--- src/rtl/lift_ctrl_if.sv ---
// Bus between the four-floor lift controller and its hall-call latch / car hardware.
// Signal names follow the block's published pin list.
interface lift_ctrl_if;
    logic [5:0] get_call;
    logic [1:0] cur_Floor;
    logic       ce;
    logic       moving;
    logic       dir_up;
    logic       arrive;

    modport master (
        output get_call,
        input  cur_Floor, ce, moving, dir_up, arrive
    );

    modport slave (
        input  get_call,
        output cur_Floor, ce, moving, dir_up, arrive
    );
endinterface

--- src/rtl/lift_ctrl.sv ---
// Four-floor single-car lift controller: sweep scheduling, timed travel per floor and
// a timed door phase whose ce output tells the call latch to clear the current floor.
module lift_ctrl #(
    parameter int unsigned TRAVEL_CYC = 8,
    parameter int unsigned DOOR_CYC   = 4
) (
    input  logic        clk,
    input  logic        rst,
    lift_ctrl_if.slave  lift_io
);

    typedef enum logic [1:0] {StIdle, StMoveUp, StMoveDown, StDoor} state_e;

    localparam logic [7:0] LastTravel = 8'(TRAVEL_CYC - 1);
    localparam logic [7:0] LastDoor   = 8'(DOOR_CYC - 1);

    state_e     state_q, state_d;
    logic [1:0] floor_q, floor_d;
    logic [7:0] cnt_q, cnt_d;
    logic       dir_q, dir_d;
    logic       arrive_q, arrive_d;

    // Per-floor call summary and sweep masks relative to the current and adjacent floors.
    logic [3:0] at_v;
    logic [1:0] floor_up, floor_dn;
    logic [3:0] mask_above_cur, mask_below_cur, mask_above_up, mask_below_dn;
    logic       at_cur, above_cur, below_cur, at_up, at_dn, above_up, below_dn;

    always_comb begin
        at_v           = {lift_io.get_call[5],
                          lift_io.get_call[4] | lift_io.get_call[3],
                          lift_io.get_call[2] | lift_io.get_call[1],
                          lift_io.get_call[0]};
        floor_up       = floor_q + 2'd1;
        floor_dn       = floor_q - 2'd1;
        mask_above_cur = 4'b1110 << floor_q;
        mask_below_cur = (4'b0001 << floor_q) - 4'd1;
        mask_above_up  = 4'b1110 << floor_up;
        mask_below_dn  = (4'b0001 << floor_dn) - 4'd1;
        at_cur         = at_v[floor_q];
        at_up          = at_v[floor_up];
        at_dn          = at_v[floor_dn];
        above_cur      = |(at_v & mask_above_cur);
        below_cur      = |(at_v & mask_below_cur);
        above_up       = |(at_v & mask_above_up);
        below_dn       = |(at_v & mask_below_dn);
    end

    always_ff @(posedge clk or posedge rst) begin
        if (rst) begin
            state_q  <= StIdle;
            floor_q  <= 2'd0;
            cnt_q    <= 8'd0;
            dir_q    <= 1'b1;
            arrive_q <= 1'b0;
        end else begin
            state_q  <= state_d;
            floor_q  <= floor_d;
            cnt_q    <= cnt_d;
            dir_q    <= dir_d;
            arrive_q <= arrive_d;
        end
    end

    always_comb begin
        state_d  = state_q;
        floor_d  = floor_q;
        cnt_d    = cnt_q;
        dir_d    = dir_q;
        arrive_d = 1'b0;
        unique case (state_q)
            StIdle: begin
                cnt_d = 8'd0;
                if (at_cur) begin
                    state_d = StDoor;
                end else if (dir_q) begin
                    if (above_cur) begin
                        state_d = StMoveUp;
                    end else if (below_cur) begin
                        state_d = StMoveDown;
                        dir_d   = 1'b0;
                    end
                end else begin
                    if (below_cur) begin
                        state_d = StMoveDown;
                    end else if (above_cur) begin
                        state_d = StMoveUp;
                        dir_d   = 1'b1;
                    end
                end
            end
            StMoveUp: begin
                if (cnt_q == LastTravel) begin
                    // Arrival edge: decide from the floor being arrived at, not the old one.
                    floor_d  = floor_up;
                    arrive_d = 1'b1;
                    cnt_d    = 8'd0;
                    if (at_up) begin
                        state_d = StDoor;
                    end else if (!above_up) begin
                        state_d = StIdle;
                    end
                end else begin
                    cnt_d = cnt_q + 8'd1;
                end
            end
            StMoveDown: begin
                if (cnt_q == LastTravel) begin
                    floor_d  = floor_dn;
                    arrive_d = 1'b1;
                    cnt_d    = 8'd0;
                    if (at_dn) begin
                        state_d = StDoor;
                    end else if (!below_dn) begin
                        state_d = StIdle;
                    end
                end else begin
                    cnt_d = cnt_q + 8'd1;
                end
            end
            StDoor: begin
                if (cnt_q == LastDoor) begin
                    state_d = StIdle;
                    cnt_d   = 8'd0;
                end else begin
                    cnt_d = cnt_q + 8'd1;
                end
            end
            default: begin
                state_d = StIdle;
                cnt_d   = 8'd0;
            end
        endcase
    end

    always_comb begin
        lift_io.cur_Floor = floor_q;
        lift_io.ce        = (state_q == StDoor);
        lift_io.moving    = (state_q == StMoveUp) || (state_q == StMoveDown);
        lift_io.dir_up    = dir_q;
        lift_io.arrive    = arrive_q;
    end

endmodule

--- src/flat_wrapper.sv ---
// flat-port wrapper written by rule: the top's interface ports become plain ports
module lift_ctrl_flat 
#(
    parameter int unsigned TRAVEL_CYC = 8,
    parameter int unsigned DOOR_CYC   = 4
)
  (clk, rst, lift_io_get_call, lift_io_cur_Floor, lift_io_ce, lift_io_moving, lift_io_dir_up, lift_io_arrive);
  lift_ctrl_if lift_io_i ();
  input  logic clk;
  input  logic rst;
  input wire logic [$bits(lift_io_i.get_call)-1:0] lift_io_get_call;
  output wire logic [$bits(lift_io_i.cur_Floor)-1:0] lift_io_cur_Floor;
  output wire logic [$bits(lift_io_i.ce)-1:0] lift_io_ce;
  output wire logic [$bits(lift_io_i.moving)-1:0] lift_io_moving;
  output wire logic [$bits(lift_io_i.dir_up)-1:0] lift_io_dir_up;
  output wire logic [$bits(lift_io_i.arrive)-1:0] lift_io_arrive;
  assign lift_io_i.get_call = lift_io_get_call;
  assign lift_io_cur_Floor = lift_io_i.cur_Floor;
  assign lift_io_ce = lift_io_i.ce;
  assign lift_io_moving = lift_io_i.moving;
  assign lift_io_dir_up = lift_io_i.dir_up;
  assign lift_io_arrive = lift_io_i.arrive;
  lift_ctrl #(.TRAVEL_CYC(TRAVEL_CYC), .DOOR_CYC(DOOR_CYC)) u_core (.clk(clk), .rst(rst), .lift_io(lift_io_i));
endmodule
--- config.mk ---
export PLATFORM = sky130hd
export DESIGN_NAME = lift_ctrl_flat
export DESIGN_NICKNAME = d
export VERILOG_FILES = /design/src/rtl/lift_ctrl_if.sv /design/src/rtl/lift_ctrl.sv /design/src/flat_wrapper.sv
export SDC_FILE = /design/constraint.sdc
export NUM_CORES = 1
export LEC_CHECK = 0
export BUFFER_PORTS_ARGS = -buffer_cell sky130_fd_sc_hd__buf_4
export CORE_ASPECT_RATIO = 0.75
export CORE_UTILIZATION = 57
export CTS_CLUSTER_DIAMETER = 60
export DETAILED_ROUTE_END_ITERATION = 8
export PLACE_DENSITY = 0.79
export SKIP_CTS_REPAIR_TIMING = 1
export SLEW_MARGIN = 20
export SYNTH_ARGS = -nofsm -noshare
export SYNTH_HDL_FRONTEND = slang
export SYNTH_SLANG_ARGS = --single-unit
--- constraint.sdc ---
create_clock -name clk -period 2.82 [get_ports clk]
set_input_delay 0.564 -clock clk [delete_from_list [all_inputs] [get_ports clk]]
set_output_delay 0.564 -clock clk [all_outputs]
set_load 0.005 [all_outputs]
-- After elaboration in Yosys (flattened, before gate mapping)
Index checks and enable logic that the tools add are counted.
- bits in registers: 14
- latch bits: 0
- RAM bits: 0
- bits in read-only memories: 0
- bits of input ports: 8
- memories kept: 0
- add/subtract/negate cells: 5
- $mul: 0
- div/mod/pow operators: 0
- magnitude comparators: 3
- equal/unequal tests: 11
- shift-type cells: 4
- mux-type cells: 33
- bitwise logic cells: 7
- reduce and logical (&&, ||, !) cells: 11
- operators by type and width (operator ; number):
    2-to-1 mux 2 bit ; 15
    one-hot mux 8 bit (3 select lines) ; 1
    AND 4 bit ; 4
    2-to-1 mux 8 bit ; 2
    OR reduction 4 bit ; 4
    2-to-1 mux 1 bit ; 10
    < comparator 2 x 3 -> 1 bit, second input constant ; 3
    adder 8 x 1 -> 8 bit, second input constant ; 1
    == test 8 x 2 -> 1 bit, second input constant ; 1
    == test 8 x 3 -> 1 bit, second input constant ; 1
    one-hot mux 2 bit (4 select lines) ; 1
    << shifter 1 x 2 -> 4 bit, first input constant ; 2
    << shifter 4 x 2 -> 4 bit, first input constant ; 2
    subtractor 4 x 1 -> 4 bit, second input constant ; 2
    binary-select mux 1 bit (select 2 bit) ; 3
    != test 2 x 1 -> 1 bit, second input constant ; 3
    != test 3 x 2 -> 1 bit, second input constant ; 2
    AND reduction 6 bit ; 1
    == test 2 bit, second input constant ; 2
    != test 4 x 1 -> 1 bit, second input constant ; 1
    one-hot mux 2 bit (2 select lines) ; 1
    AND reduction 3 bit ; 1
    adder 2 x 1 -> 2 bit, second input constant ; 1
    == test 2 x 1 -> 1 bit, second input constant ; 1
    other kinds (8) ; 9

-- Longest topological paths before layout
- depth in word-level cells: 9
- depth in mapped cells: 9

-- Least setup slack after synthesis
Ideal clock, no wire load.
- kind: register -> register
- start: reg u_core.floor_q[0], in the netlist u_core.lift_io.cur_Floor[0]
- end: reg u_core.state_q[0]
- library setup time: 125 ps
- data arrival time: 2485 ps
- data required time: 2695 ps
- slack: 210 ps
- stages on the path, launching flop included: 10
- buffers on the path: 2
- clock period less this slack: 2610 ps
- path through: dfrtp_1 -> clkbuf_1 -> inv_1 -> ha_1 -> buf_2 -> mux4_2 -> nor3_1 -> a2111oi_1 -> o211ai_2 -> mux2_4
- longest elaborated chain between the ends: 8
- elaborated cells on any way between the ends: 35
- ends and longest elaborated chain (what ; line ; RTL):
    from (decl) ; lift_ctrl.sv:18 ; logic [1:0] floor_q, floor_d;
    from (signal assigned) ; lift_ctrl.sv:58 ; floor_q <= floor_d;
    branches (longest 8 deep; another with subtractor 4 x 1 -> 4 bit) ; n/a ;
    to (signal assigned) ; lift_ctrl.sv:51 ; state_q <= StIdle;
    to (signal assigned) ; lift_ctrl.sv:57 ; state_q <= state_d;
    to (decl) ; lift_ctrl.sv:17 ; state_e state_q, state_d;
Parallel ways; which one is timed is not known. The select of a mux whose other input is x is not followed.
A chain may end at the register's enable or synchronous reset.

-- Worst setup path after layout
Same ends and word-level chain as after synthesis.

==> metrics.txt <==
# TYPE chip_impl_metric gauge
chip_impl_info{name="outcome",value="finished clean"} 1
chip_impl_metric{name="fin_crit_share",unit="%"} 86.41
chip_impl_metric{name="synth_cell_types",unit=""} 43
chip_impl_metric{name="floorplan.io_pins",unit=""} 14
chip_impl_info{name="criticalPathCategory",value="flip-flop to flip-flop"} 1
chip_impl_metric{name="htree_levels",unit=""} 1
chip_impl_metric{name="slew_viol_final",unit=""} 0
chip_impl_info{name="cell_taking_the_most_area_after_synthesis",value="dfrtp_1"} 1
chip_impl_metric{name="postSynthRegisterBits",unit=""} 14
chip_impl_metric{name="synth.net_count",unit=""} 142
chip_impl_metric{name="cts.clk_slew.worst_paths",unit="ps"} 80
chip_impl_metric{name="yosys.area_share.xor_xnor",unit="%"} 6.229
chip_impl_metric{name="finalSetupViolations",unit=""} 0
chip_impl_metric{name="yosys.area_share.simple",unit="%"} 18.13
chip_impl_info{name="timing.critical_path.slowest_stage_cell",value="a2111oi_1"} 1
chip_impl_metric{name="synth-async-reset-ratio",unit="%"} 100.0
chip_impl_metric{name="dieWidth",unit="um"} 53.30
chip_impl_metric{name="hold_viol_final",unit=""} 0
chip_impl_metric{name="synthesis.instances",unit=""} 122
chip_impl_metric{name="grt_pass1_wl",unit="um"} 3712
chip_impl_metric{name="grt_util_all_layers",unit="%"} 24.98
chip_impl_metric{name="finalSetupTns",unit="ps"} 0
chip_impl_metric{name="critical_path.n_buffers_inverters",unit=""} 1
chip_impl_info{name="layout.cells.most_common_list",value="buf_4 (15), nor2_1 (14), dfrtp_1 (13)"} 1
chip_impl_info{name="critical_path.top_delay_family",value="multiplexers"} 1
chip_impl_metric{name="ys_seq_area_share",unit="%"} 31.26
chip_impl_metric{name="synth-adder-area-share",unit="%"} 13.35
chip_impl_metric{name="finalClockSkew",unit="ps"} 0.9224
chip_impl_info{name="clock-root-buffer",value="clkbuf_4"} 1
chip_impl_metric{name="place_ws",unit="ps"} 287.9
chip_impl_metric{name="ys_warn_count",unit=""} 0
chip_impl_metric{name="routed_via_density",unit=""} 5.745
chip_impl_metric{name="required",unit="ps"} 2990
chip_impl_metric{name="layout_min_cycle_time",unit="ps"} 2437
chip_impl_metric{name="design.core.area",unit="um2"} 1789
chip_impl_metric{name="synthMuxAreaShare",unit="%"} 8.009
chip_impl_metric{name="fraction_of_layout_cells_with_a_size_suffix_above_1",unit="%"} 19.42
chip_impl_metric{name="worst_skew_pair_later_pin_latency",unit="ps"} 280
chip_impl_metric{name="syn_avg_cell_area",unit="um2"} 9.220
chip_impl_metric{name="nNetsFinal",unit=""} 160
chip_impl_metric{name="synth_top_area_share",unit="%"} 28.92
chip_impl_info{name="final_common_cell",value="buf_4"} 1
chip_impl_metric{name="global_route.overflow_total",unit=""} 0
chip_impl_info{name="tritoncts",value="yes"} 1
chip_impl_metric{name="dieHeight",unit="um"} 40.47
chip_impl_info{name="min_path_type",value="primary input to async pin"} 1
chip_impl_metric{name="route.vias.total",unit=""} 925
chip_impl_metric{name="drt_iter0_markers",unit=""} 42
chip_impl_metric{name="number_of_global_route_vias_before_repair",unit=""} 826
chip_impl_metric{name="max_clock_freq",unit="MHz"} 410.4
chip_impl_metric{name="drt-pass1-iter-count",unit=""} 4
chip_impl_metric{name="synth-edff-count",unit=""} 0
chip_impl_info{name="setup_repair_after_global_routing_missed_its_margin",value="false"} 1
chip_impl_metric{name="drt_drc_violations_left",unit=""} 0
chip_impl_metric{name="number_of_antenna_cells_inserted",unit=""} 0
chip_impl_metric{name="synth_cell_area",unit="um2"} 1125
chip_impl_info{name="yosys-top-cells-area",value="dfrtp_1 (29%), ha_1 (13%), nor2_1 (4.7%), xor2_1 (4.7%), inv_1 (4.0%)"} 1
chip_impl_metric{name="nFillCells",unit=""} 138
chip_impl_metric{name="timing.final.ws_setup",unit="ps"} 383.1
chip_impl_metric{name="placementRows",unit=""} 13
chip_impl_metric{name="worstPathArrival",unit="ps"} 2610
chip_impl_metric{name="grt_start_max_net_pins",unit=""} 15
chip_impl_metric{name="numCtsBuffers",unit=""} 3
chip_impl_metric{name="floorplan.initialDensity",unit="%"} 62.87
chip_impl_metric{name="clockBufferDepth",unit=""} 2
chip_impl_metric{name="design.die.area",unit="um2"} 2157
chip_impl_info{name="crit_path_end_kind",value="flip-flop"} 1
chip_impl_info{name="startpoint_type",value="flip-flop"} 1
chip_impl_info{name="dominant_combinational_cell_family_by_area_after_synthesis",value="simple AND/OR/NAND/NOR gates"} 1
chip_impl_metric{name="cts.sinks",unit=""} 14
chip_impl_metric{name="pwr_density_cell",unit="nW/um2"} 1051
chip_impl_metric{name="detail_route.wirelength",unit="um"} 2232
chip_impl_metric{name="antenna_left",unit=""} 0
chip_impl_metric{name="area_fraction_in_compound_gates_after_synthesis",unit="%"} 17.91
chip_impl_metric{name="cpPeakStageDelay",unit="ps"} 480
chip_impl_metric{name="maximum_capacitance_violations",unit=""} 0
chip_impl_metric{name="worst_slew_pin_slew",unit="ps"} 536.6
chip_impl_metric{name="vdd_ir_drop_max",unit="mV"} 0.8517
chip_impl_metric{name="slew_headroom",unit="%"} 63.98
chip_impl_metric{name="antenna_found_initial",unit=""} 0
chip_impl_metric{name="drt-wirelength-per-cell",unit="um"} 13.86
chip_impl_info{name="path_cells",value="inv_1 > ha_1 > mux4_2 > nor3_1 > a2111oi_1 > o211ai_2 > mux2_4"} 1
chip_impl_info{name="synth_ff_type",value="dfrtp_1"} 1
chip_impl_metric{name="critical_path_fanouts_max",unit=""} 7
chip_impl_metric{name="power.static_leakage",unit="nW"} 0.6140
chip_impl_metric{name="io_buffers",unit=""} 13
chip_impl_metric{name="area_growth_syn_to_layout",unit="%"} 14.02
chip_impl_metric{name="detailed_place_hpwl",unit="um"} 1759
chip_impl_metric{name="finalWeightedCongestion",unit=""} 0.8006
chip_impl_metric{name="power.total",unit="mW"} 1.348
## per-stage QoR
step                utilization [%]  std cells  area (um2)  hold WS [ps]
floorplan                         -        122        1125         425.1
global placement              70.21        157        1256         439.9
detailed placement            70.21        157        1256         446.6
CTS                           71.68        161        1282         338.5
global route                  71.68        161        1282         370.0
finish                        71.68        161        1282         316.4
## state kept, by name (all words and copies together) (netlist names)
name	cells
u_core.lift_io.dir_up	1
u_core.state_q	2
u_core.lift_io.arrive	1
u_core.lift_io.cur_Floor	2
u_core.cnt_q	8
## final timing paths
kind	startpoint	to	slack [ps]	cells after the start
min in group clk	u_core.cnt_q[0]	u_core.cnt_q[0]	470	1
hold reg to reg	u_core.cnt_q[0]	u_core.cnt_q[0]	470	1
setup reg to reg	u_core.lift_io.cur_Floor[0]	u_core.state_q[0]	380	7
max in group asynchronous	rst	u_core.lift_io.dir_up	2140	2
hold / removal	rst	u_core.cnt_q[1]	320	2
setup / recovery	u_core.lift_io.cur_Floor[0]	u_core.state_q[0]	380	7
## cell usage after synthesis (2+ instances only)
cell type   n
nor2_1     14
dfrtp_1    13
ha_1       12
inv_1      12
a21oi_1     7
nand2_1     6
o21ai_0     6
xor2_1      6
nor3_1      4
and3_1      3
mux2i_1     3
and2_1      2
mux4_2      2
nand3_1     2
xnor2_1     2
## logic make-up after synthesis
family	count (synthesis)
flops	14
compound gates	27
mux	6
buf+inv	15
simple gates	40
fa+ha+maj	12
xor+xnor	8
## worst register-to-register path: cells and delay by family (launching register included)
family                     cells  cell delay (ps)
AOI/OAI and AO/OA              2              690
adders and majority gates      1              340
buffers and inverters          1              140
DFF                            1              380
muxes                          2              720
and+or+nand+nor                1               60
## cell type report
cell class / instances / area, um2 / area share [%]
Inverter: 13 / 48.80 / 3.805
Tap cell: 22 / 27.53 / 2.146
Timing Repair Buffer: 15 / 112.6 / 8.780
Clock buffer: 4 / 26.28 / 2.049
Multi-Input combinational cell: 93 / 715.7 / 55.80
Sequential cell: 14 / 351.6 / 27.41
## power breakdown
group	leakage, nW	switching, mW	internal [mW]
Combinational	0.418	0.513	0.415
Sequential	0.181	0.0413	0.260
Clock	0.0150	0.0640	0.0549
## metal layers
metal | up-vias | wire length (um) | track usage, %
met5 | - | 0 | 0
met4 | 0 | 0 | 1.974
met3 | 0 | 113 | 7.955
met2 | 22 | 992 | 38.13
met1 | 437 | 1126 | 35.70
li1 | 466 | - | -
Power figures use the tool's default switching activity.
